===== src/rtl/ds_dac_pkg.sv =====
// ---------------------------------------------------------------------------
// ds_dac_pkg -- shared constants and helpers for the multi-channel
// delta-sigma DAC (ds_dac_mc / ds_mod_core).
//
// Contents:
//   ACC_EXT  : extra accumulator bits on top of the sample width
//   SAT_W    : width of the exact intermediate arithmetic
//   INIT     : accumulator value after reset or a mode change
//   mode_e   : modulator order
//   fs_of()  : full-scale value 2^width - 1
//   sat_add(): signed add clipped to a signed acc_w-bit range
// ---------------------------------------------------------------------------
package ds_dac_pkg;

  localparam int ACC_EXT = 4;

  // Intermediate sums are formed exactly at this width and only then clipped,
  // so no partial result can wrap before saturation is applied.
  localparam int SAT_W = 64;

  localparam logic signed [SAT_W-1:0] INIT = -64'sd1;

  typedef enum logic {
    MODE_FIRST  = 1'b0,
    MODE_SECOND = 1'b1
  } mode_e;

  function automatic logic [SAT_W-1:0] fs_of(input int width);
    return (64'd1 << width) - 64'd1;
  endfunction

  function automatic logic signed [SAT_W-1:0] sat_add(
    input logic signed [SAT_W-1:0] a,
    input logic signed [SAT_W-1:0] b,
    input int                      acc_w
  );
    logic signed [SAT_W-1:0] sum;
    logic signed [SAT_W-1:0] max_v;
    logic signed [SAT_W-1:0] min_v;
    sum   = a + b;
    max_v = $signed((64'd1 << (acc_w - 1)) - 64'd1);
    min_v = ~max_v;  // two's complement: -max - 1
    if (sum > max_v) begin
      return max_v;
    end else if (sum < min_v) begin
      return min_v;
    end
    return sum;
  endfunction

endpackage


===== src/rtl/ds_mod_core.sv =====
// ---------------------------------------------------------------------------
// ds_mod_core -- one delta-sigma modulator channel (first or second order).
//
// Ports:
//   clk     : clock
//   rst_n   : synchronous active-low reset
//   tick    : update strobe; accumulators and bit_out change only here
//   reinit  : force both accumulators to INIT (mode change), wins over tick
//   order2  : 0 = first-order, 1 = second-order
//   din     : unsigned sample (active register of this channel)
//   bit_out : registered 1-bit density output
// ---------------------------------------------------------------------------
module ds_mod_core
  import ds_dac_pkg::*;
#(
  parameter int WIDTH = 16
) (
  input  logic             clk,
  input  logic             rst_n,
  input  logic             tick,
  input  logic             reinit,
  input  logic             order2,
  input  logic [WIDTH-1:0] din,
  output logic             bit_out
);

  localparam int AW = WIDTH + ACC_EXT;

  logic signed [AW-1:0]    a1_q, a1_d;
  logic signed [AW-1:0]    a2_q, a2_d;
  logic                    bit_q, bit_d;

  logic signed [SAT_W-1:0] fb_w;
  logic signed [SAT_W-1:0] delta_w;
  logic signed [SAT_W-1:0] a1_new_w;
  logic signed [SAT_W-1:0] a2_new_w;

  always_comb begin
    // NOTE: every always_comb output gets a default before any branch, so
    // no path can leave a signal unassigned and infer a latch.
    a1_d  = a1_q;
    a2_d  = a2_q;
    bit_d = bit_q;

    // Feedback is the full-scale value whenever the output currently reads 1.
    fb_w     = bit_q ? $signed(fs_of(WIDTH)) : '0;
    delta_w  = $signed({{(SAT_W-WIDTH){1'b0}}, din}) - fb_w;
    a1_new_w = sat_add(SAT_W'(a1_q), delta_w, AW);
    // The second integrator consumes the freshly updated first stage.
    a2_new_w = sat_add(SAT_W'(a2_q), a1_new_w - fb_w, AW);

    if (reinit) begin
      a1_d = AW'(INIT);
      a2_d = AW'(INIT);
    end else if (tick) begin
      a1_d = AW'(a1_new_w);
      if (order2) begin
        a2_d  = AW'(a2_new_w);
        bit_d = ~a2_new_w[SAT_W-1];
      end else begin
        bit_d = ~a1_new_w[SAT_W-1];
      end
    end
  end

  always_ff @(posedge clk) begin
    // NOTE: state registers use non-blocking assignments so every flop
    // samples the pre-edge values regardless of statement order.
    if (!rst_n) begin
      a1_q  <= AW'(INIT);
      a2_q  <= AW'(INIT);
      bit_q <= 1'b0;
    end else begin
      a1_q  <= a1_d;
      a2_q  <= a2_d;
      bit_q <= bit_d;
    end
  end

  assign bit_out = bit_q;

endmodule


===== src/rtl/ds_dac_mc.sv =====
// ---------------------------------------------------------------------------
// ds_dac_mc -- multi-channel delta-sigma DAC with double-buffered samples.
//
// Samples are written into per-channel staging registers through a
// valid/ready port and copied to the active registers all at once on commit,
// so every channel switches to its new value on the same modulator update.
//
// Parameters:
//   WIDTH    : sample width (unsigned)
//   CHANNELS : number of modulator channels (1..16)
//   DIV      : modulator update period in clk cycles (1..256)
//
// Ports:
//   clk, rst_n : clock, synchronous active-low reset
//   s_valid    : sample write request
//   s_ready    : sample write accept (1 outside reset)
//   s_chan     : target channel; values >= CHANNELS are dropped
//   s_data     : sample value
//   commit     : copy staging -> active, latch order2 as the new mode
//   order2     : 0 = first-order, 1 = second-order (used on commit only)
//   bit_out    : one registered density bit per channel
// ---------------------------------------------------------------------------
module ds_dac_mc
  import ds_dac_pkg::*;
#(
  parameter  int WIDTH    = 16,
  parameter  int CHANNELS = 2,
  parameter  int DIV      = 1,
  localparam int CW       = (CHANNELS > 1) ? $clog2(CHANNELS) : 1
) (
  input  logic                clk,
  input  logic                rst_n,
  input  logic                s_valid,
  output logic                s_ready,
  input  logic [CW-1:0]       s_chan,
  input  logic [WIDTH-1:0]    s_data,
  input  logic                commit,
  input  logic                order2,
  output logic [CHANNELS-1:0] bit_out
);

  localparam int DW = (DIV > 1) ? $clog2(DIV) : 1;

  logic             ready_q;
  logic [WIDTH-1:0] stg_q [CHANNELS];
  logic [WIDTH-1:0] stg_d [CHANNELS];
  logic [WIDTH-1:0] act_q [CHANNELS];
  logic [WIDTH-1:0] act_d [CHANNELS];
  mode_e            mode_q, mode_d;
  logic [DW-1:0]    div_q, div_d;

  logic             chan_ok;
  logic             wr_en;
  logic             tick;
  logic             reinit;

  assign s_ready = ready_q;
  assign chan_ok = (32'(s_chan) < CHANNELS);
  assign wr_en   = s_valid & ready_q & chan_ok;
  assign tick    = (div_q == DW'(DIV - 1));
  // Only an actual change of order restarts the integrators; re-committing
  // the same order leaves the running modulators undisturbed.
  assign reinit  = commit & (mode_e'(order2) != mode_q);

  always_comb begin
    div_d  = tick ? '0 : div_q + 1'b1;
    mode_d = commit ? mode_e'(order2) : mode_q;
    for (int i = 0; i < CHANNELS; i++) begin
      stg_d[i] = stg_q[i];
      if (wr_en && (s_chan == CW'(i))) begin
        stg_d[i] = s_data;
      end
      // Taking the post-write staging value lets a same-cycle write reach
      // the active register together with the commit.
      act_d[i] = commit ? stg_d[i] : act_q[i];
    end
  end

  always_ff @(posedge clk) begin
    if (!rst_n) begin
      ready_q <= 1'b0;
      mode_q  <= MODE_FIRST;
      div_q   <= '0;
      // NOTE: the sample arrays are small flop banks, not RAM, and must
      // restart at zero so no stale sample survives a reset.
      for (int i = 0; i < CHANNELS; i++) begin
        stg_q[i] <= '0;
        act_q[i] <= '0;
      end
    end else begin
      ready_q <= 1'b1;
      mode_q  <= mode_d;
      div_q   <= div_d;
      for (int i = 0; i < CHANNELS; i++) begin
        stg_q[i] <= stg_d[i];
        act_q[i] <= act_d[i];
      end
    end
  end

  for (genvar g = 0; g < CHANNELS; g++) begin : g_chan
    ds_mod_core #(
      .WIDTH(WIDTH)
    ) u_core (
      .clk    (clk),
      .rst_n  (rst_n),
      .tick   (tick),
      .reinit (reinit),
      .order2 (mode_q == MODE_SECOND),
      .din    (act_q[g]),
      .bit_out(bit_out[g])
    );
  end

endmodule


===== config.mk =====
export PLATFORM = sky130hd
export DESIGN_NAME = ds_dac_mc
export DESIGN_NICKNAME = d
export VERILOG_FILES = /design/src/rtl/ds_dac_pkg.sv /design/src/rtl/ds_mod_core.sv /design/src/rtl/ds_dac_mc.sv
export SDC_FILE = /design/constraint.sdc
export NUM_CORES = 1
export LEC_CHECK = 0
export BUFFER_PORTS_ARGS = -buffer_cell sky130_fd_sc_hd__buf_4
export CORE_MARGIN = 1
export CORE_UTILIZATION = 40
export DETAILED_ROUTE_END_ITERATION = 8
export MAX_ROUTING_LAYER = met4
export PLACE_DENSITY = 0.59
export SYNTH_ARGS = -nofsm -noshare
export SYNTH_HDL_FRONTEND = slang
export SYNTH_SLANG_ARGS = --single-unit

===== constraint.sdc =====
create_clock -name clk -period 12.9 [get_ports clk]
set_input_delay 1.935 -clock clk [delete_from_list [all_inputs] [get_ports clk]]
set_output_delay 1.935 -clock clk [all_outputs]
set_load 0.03 [all_outputs]

==> results of run 1 <==
==> critical path, delay by kind of cell (launching register included) <==
kind	cells	cell delay, ns
AO/OA/AOI/OAI	15	5.71
flip-flops	1	0.34
buffers and inverters	4	0.78
adder cells (fa/ha/maj)	5	2.11
AND/OR/NAND/NOR	6	1.33
==> logic make-up after synthesis <==
| logic type | Yosys count |
|---|---|
| xor+xnor | 103 |
| fa+ha+maj | 238 |
| buf+inv | 471 |
| compound gates | 724 |
| mux | 48 |
| flops | 149 |
| other cells | 1 |
| simple gates | 751 |
==> cell usage after synthesis (all sizes together), types with 7 or more instances <==
master	n
o41ai	7
o22a	9
ha	172
or4	8
dfxtp	149
xor2	35
mux2i	43
nor4	16
a211oi	7
and4	13
a21boi	13
o21bai	12
o21ai	131
and2	17
o21a	34
xnor2	68
nor3	29
o31ai	12
nor2	195
or2	13
a311oi	30
nand3	36
nand2b	22
a221oi	7
a21oi	270
inv	357
buf	36
and3	10
clkbuf	78
nand2	250
a31oi	13
nand4	55
fa	66
a21o	63
o2111ai	7
o211ai	22
o211a	34
or3	16
nor2b	48
==> layout make-up <==
cell class | instances | area, um^2 | area share (%)
multi-input cells | 1865 | 13290 | 69.19
well taps | 592 | 740.7 | 3.857
flip-flops and latches | 149 | 2985 | 15.54
clock buffers | 17 | 425.4 | 2.215
repair buffers | 35 | 262.8 | 1.368
clock inverters | 15 | 160.2 | 0.8339
diodes | 1 | 2.502 | 0.01303
inverters | 357 | 1340 | 6.978
==> flip-flops by register name (all words and copies together) (netlist names) <==
register,count
g_chan.u_core.a1_q,40
g_chan.u_core.a2_q,40
act_q,32
stg_q,32
g_chan.u_core.bit_out,2
div_q,1
mode_q,1
s_ready,1
==> through the flow <==
stage,util [%],setup WS [ns],cells
2_1_floorplan,-,2.838,2485
3_3_place_gp,41.92,2.643,2998
3_5_place_dp,41.92,2.445,2998
4_1_cts,43.23,2.422,3030
5_1_grt,43.24,1.621,3031
6_report,43.24,2.524,3031
==> routing by layer <==
metal	share of wire (%)	routed length, um	GRT usage, %	vias up
met5	0	0	-	-
li1	-	-	-	8491
met1	47	24910	31.01	8212
met3	5.2	2754	3.745	87
met4	2.2	1136	5.952	0
met2	45	23910	37.42	459
==> worst max-delay path by stage <==
stage / startpoint / end / slack [ns] / depth (start not counted)
after floorplan: g_chan[1].u_core.bit_out / g_chan[1].u_core.a2_q[10] / 2.84 / 34
after global placement: g_chan[1].u_core.bit_out / g_chan[1].u_core.a2_q[2] / 2.64 / 30
after detailed placement: g_chan[1].u_core.bit_out / g_chan[1].u_core.a2_q[2] / 2.44 / 30
after CTS: g_chan[1].u_core.bit_out / g_chan[1].u_core.a2_q[9] / 2.42 / 30
after global routing: g_chan[1].u_core.bit_out / g_chan[1].u_core.a2_q[2] / 1.62 / 31
final: g_chan[1].u_core.bit_out / g_chan[1].u_core.a2_q[9] / 2.52 / 30
==> run metrics, run 1 <==
Routed WL 52710 um; Fmax 96.38 MHz; Ports 25; Synth warnings 0; Least-Margin Pin Slew roughly 1.2 ns; largest net degree at the start of global routing 71; cell accounting for the most synthesized area dfxtp_1; sequential area share after synthesis 16.49%; final worst clock skew approximately 0.018 ns; worst hold path cell count 2; Mapped Area 18090 um^2; CTS Buf Count 17; Fillers 4639; WS Path Type flop to flop; number of synthesized flops with an enable pin 0; most frequent cells in the layout inv_1, a21oi_1, nand2_1; CTS resizes 0; Reg clk slew, reported paths 0.07 ns; routed vias 17250; Worst-Skew Late Latency 0.45 ns; first-pass GRT wire length 86730 um; # DRC 0; Critical Path Most Common Cell fa_1; final hold viol count 0; Num Clock Sinks 149; Required @ worst endpoint 13.27 ns; drt pass-1 iters 7; Min Hold Slack 0.4788 ns; top cells by area, synth dfxtp_1, ha_1, inv_1, fa_1, a21oi_1; Syn Inst Count approximately 2500; clk root buf clkbuf_16; Avg Cell Area, Syn 7.281 um^2; hold bufs inserted after CTS 0; Fin Setup TNS 0 ns; CP peak stage delay between 0.7 and 0.8 ns; drt via density 5.691; drt wl/cell around 17 um; core area 44410 um^2; CTS H-tree depth 4; CP Launch Type flop; CTS Buffer Depth 2; Worst Reg2Reg Path Length in Cells 30; reg-to-reg startpoint g_chan[1].u_core.bit_out; post-synthesis simple-gate area fraction 20.08%; most common cell after layout, fill and taps aside inv_1; vias in the first global route roughly 17000; die width approximately 210 um; cell at the slowest stage of the critical path a2111oi_1; crit path time final 10.38 ns; Async SR Flop Fraction 0%; status finished clean; RSZ-0062 raised after global routing no; Synth Flop Type dfxtp_1; 1st-iter DRT viols 1316; layout cell share with drive strength beyond 1 5.250%; worst hold path class flop to flop; gpl congestion 0.9437; adder-cell area share of the yosys netlist 19.20%; hold_sp g_chan[0].u_core.a2_q[19]; Final Max Tran Viols 0; DP HPWL 41820 um; final-stage net count 2685; CP endpoint kind flop; Port Buffers 24; Post-Syn Nets 2745; final setup fails 0; area share of the largest cell type after synthesis 16.49%; CTS tree built; remaining antenna violation count 0; Arr. time, crit path 10.74 ns; row cnt 77; Post-CTS Setup Bufs 0; capture point of the worst reg-to-reg path g_chan[1].u_core.a2_q[9]; post-synthesis compound-gate area fraction 26.42%; XOR/XNOR Fraction of Synth Area approximately 5.0%; crit share post-route 80.43%; die area 46090 um^2; All-Layer GR Usage 23.55%; Initial Utilization approximately two fifths; initial antenna violation count 1; Worst Hold End g_chan[0].u_core.a2_q[19]; main combinational cell family by area after synthesis compound AO/OA/AOI/OAI gates; synth unique cells 92; Crit Path Max Fanout 33; Slew HR 17.59%; mux contribution to synthesized area around 2.7%; cell area after layout 19200 um^2; global route overflow 0; R2R Setup Slk 2.52 ns; post-synthesis register bit count 149; die outline height 214.7 um; MaxCap Viol Count 0; DP Area 18620 um^2; P&R area growth vs syn 6.148%
Power of run 1 is not shown: default switching activity piles up to over one toggle a cycle in this logic, so the estimate is an artifact.
==> run 2, diff against run 1 <==
--- a/config.mk
+++ b/config.mk
@@ -10,7 +10,7 @@
 export CORE_UTILIZATION = 40
 export DETAILED_ROUTE_END_ITERATION = 8
 export MAX_ROUTING_LAYER = met4
-export PLACE_DENSITY = 0.59
+export PLACE_DENSITY = 0.61
 export SYNTH_ARGS = -nofsm -noshare
 export SYNTH_HDL_FRONTEND = slang
 export SYNTH_SLANG_ARGS = --single-unit
==> constraint.sdc (replaced) <==
create_clock -name clk -period 9.02 [get_ports clk]
set_input_delay 1.353 -clock clk [delete_from_list [all_inputs] [get_ports clk]]
set_output_delay 1.353 -clock clk [all_outputs]
set_load 0.03 [all_outputs]
==> run metrics, run 2 (synthesized netlist as in run 1, its figures left out) <==
CTS Buffer Depth 2; Fmax approximately 120 MHz; final-stage net count 2719; DP Area approximately 19000 um^2; layout cell share with drive strength beyond 1 between 8 and 9%; MaxCap Viol Count 0; most frequent cells in the layout inv_1, nand2_1, a21oi_1; CTS tree built; vias in the first global route 16630; Port Buffers 24; Worst-Skew Late Latency 0.45 ns; WS Path Type flop to flop; gpl congestion 0.9634; Num Clock Sinks 149; global route overflow 0; final worst clock skew 0.01498 ns; # DRC 0; Required @ worst endpoint 9.40 ns; CTS Buf Count 17; Final Max Tran Viols 0; footprint of the multi-input gates 13520 um^2; All-Layer GR Usage 24.10%; CP peak stage delay 0.58 ns; CP Launch Type flop; final setup fails 0; Ports 25; crit path time final 8.618 ns; P&R area growth vs syn 9.295%; Least-Margin Pin Slew between 1 and 1.5 ns; die outline height 214.7 um; die width 214.7 um; Layout Utilization 44.52%; initial antenna violation count 0; register area 2990 um^2; crit share post-route 95.55%; Arr. time, crit path 9.00 ns; largest net degree at the start of global routing 71; drt pass-1 iters 5; CTS H-tree depth 4; clk root buf clkbuf_16; drt wl/cell 17.98 um; Largest regs g_chan.u_core.a1_q (40), g_chan.u_core.a2_q (40); remaining antenna violation count 0; cell area after layout 19770 um^2; most common cell after layout, fill and taps aside inv_1; drt via density 5.673; first-pass GRT wire length 87290 um; die area about 46000 um^2; routed vias 17380; diode count 0; Initial Utilization 40.74%; CP endpoint kind flop; Reg clk slew, reported paths 0.07 ns; core area between 40000 and 50000 um^2; worst hold path class flop to flop; cell at the slowest stage of the critical path fa_1; Setup crit start g_chan[0].u_core.a1_q[1]; 1st-iter DRT viols 1317; Crit Path Max Fanout 27; Slew HR 19.20%; hold_sp g_chan[0].u_core.a1_q[2]; DP HPWL between 40000 and 50000 um; Fillers approximately 4500; status finished clean; final hold viol count 0; row cnt 77; Routed WL 55090 um; reg-to-reg startpoint g_chan[0].u_core.a1_q[1]
## run 2: cell types whose count changed in the layout (fill, tap and decap cells not counted), moves of 4 or more
cell      previous run  this run
a21oi_1            256       246
a21oi_2             13        23
a311oi_1            28        23
a311oi_2             2         7
buf_4               35        61
buf_6                0         5
ha_1               172       168
ha_2                 0         4
o21ai_2              2         6
## run 2: area by class of cell
type,instances,share of cell area [%]
repair buffers,69,2.904
clock buffers,21,2.385
multi-input cells,1865,68.37
clock inverters,11,0.6960
flip-flops and latches,149,15.12
inverters,357,6.777
well taps,592,3.746
## run 2: worst max-delay path: cells and delay by family (launching register included)
kind / cells / cell delay [ns]
AO/OA/AOI/OAI: 17 / 3.69
adder cells (fa/ha/maj): 5 / 2.19
AND/OR/NAND/NOR: 5 / 1.49
buffers and inverters: 6 / 0.72
flip-flops: 1 / 0.35
XOR/XNOR: 1 / 0.12
## run 2: metal layers
layer  part of all wire (%)  vias up  GRT usage, %
li1                       -     8562             -
met1                     46     8253         31.39
met2                     46      479         38.39
met3                    5.1       89         3.957
met4                    2.4        0         6.595
met5                      0        -             -
## run 2: final timing paths
kind / slack (ns) / end / depth (start not counted)
worst min register to register: 0.47 / g_chan[0].u_core.a1_q[2] / 1
worst max-delay path: 0.40 / g_chan[0].u_core.a2_q[16] / 34
worst max register to register: 0.40 / g_chan[0].u_core.a2_q[16] / 34
worst min-delay path: 0.47 / g_chan[0].u_core.a1_q[2] / 1
## run 2: per-stage QoR
step	hold slack [ns]	worst slack, ns	TNS [ns]	std cells
3_3_place_gp	0.4514	0.04651	0	3025
3_5_place_dp	0.4596	0.02350	0	3025
6_report	0.4730	0.4016	0	3064
5_1_grt	0.4958	-0.06625	-0.5717	3064
4_1_cts	0.4755	0.03093	0	3057
2_1_floorplan	0.4365	0.06488	0	2485
## run 2: repair_timing
item                                    in CTS  in global routing
pin swaps                                    0                 11
endpoints found under the setup margin      19                 38
hold buffers                                 0                  0
gates resized for setup                      1                 57
gates cloned                                 0                  2
endpoints found under the hold margin        0                  0
setup buffers                                0                  5
Power of run 2 is left out for the same reason.
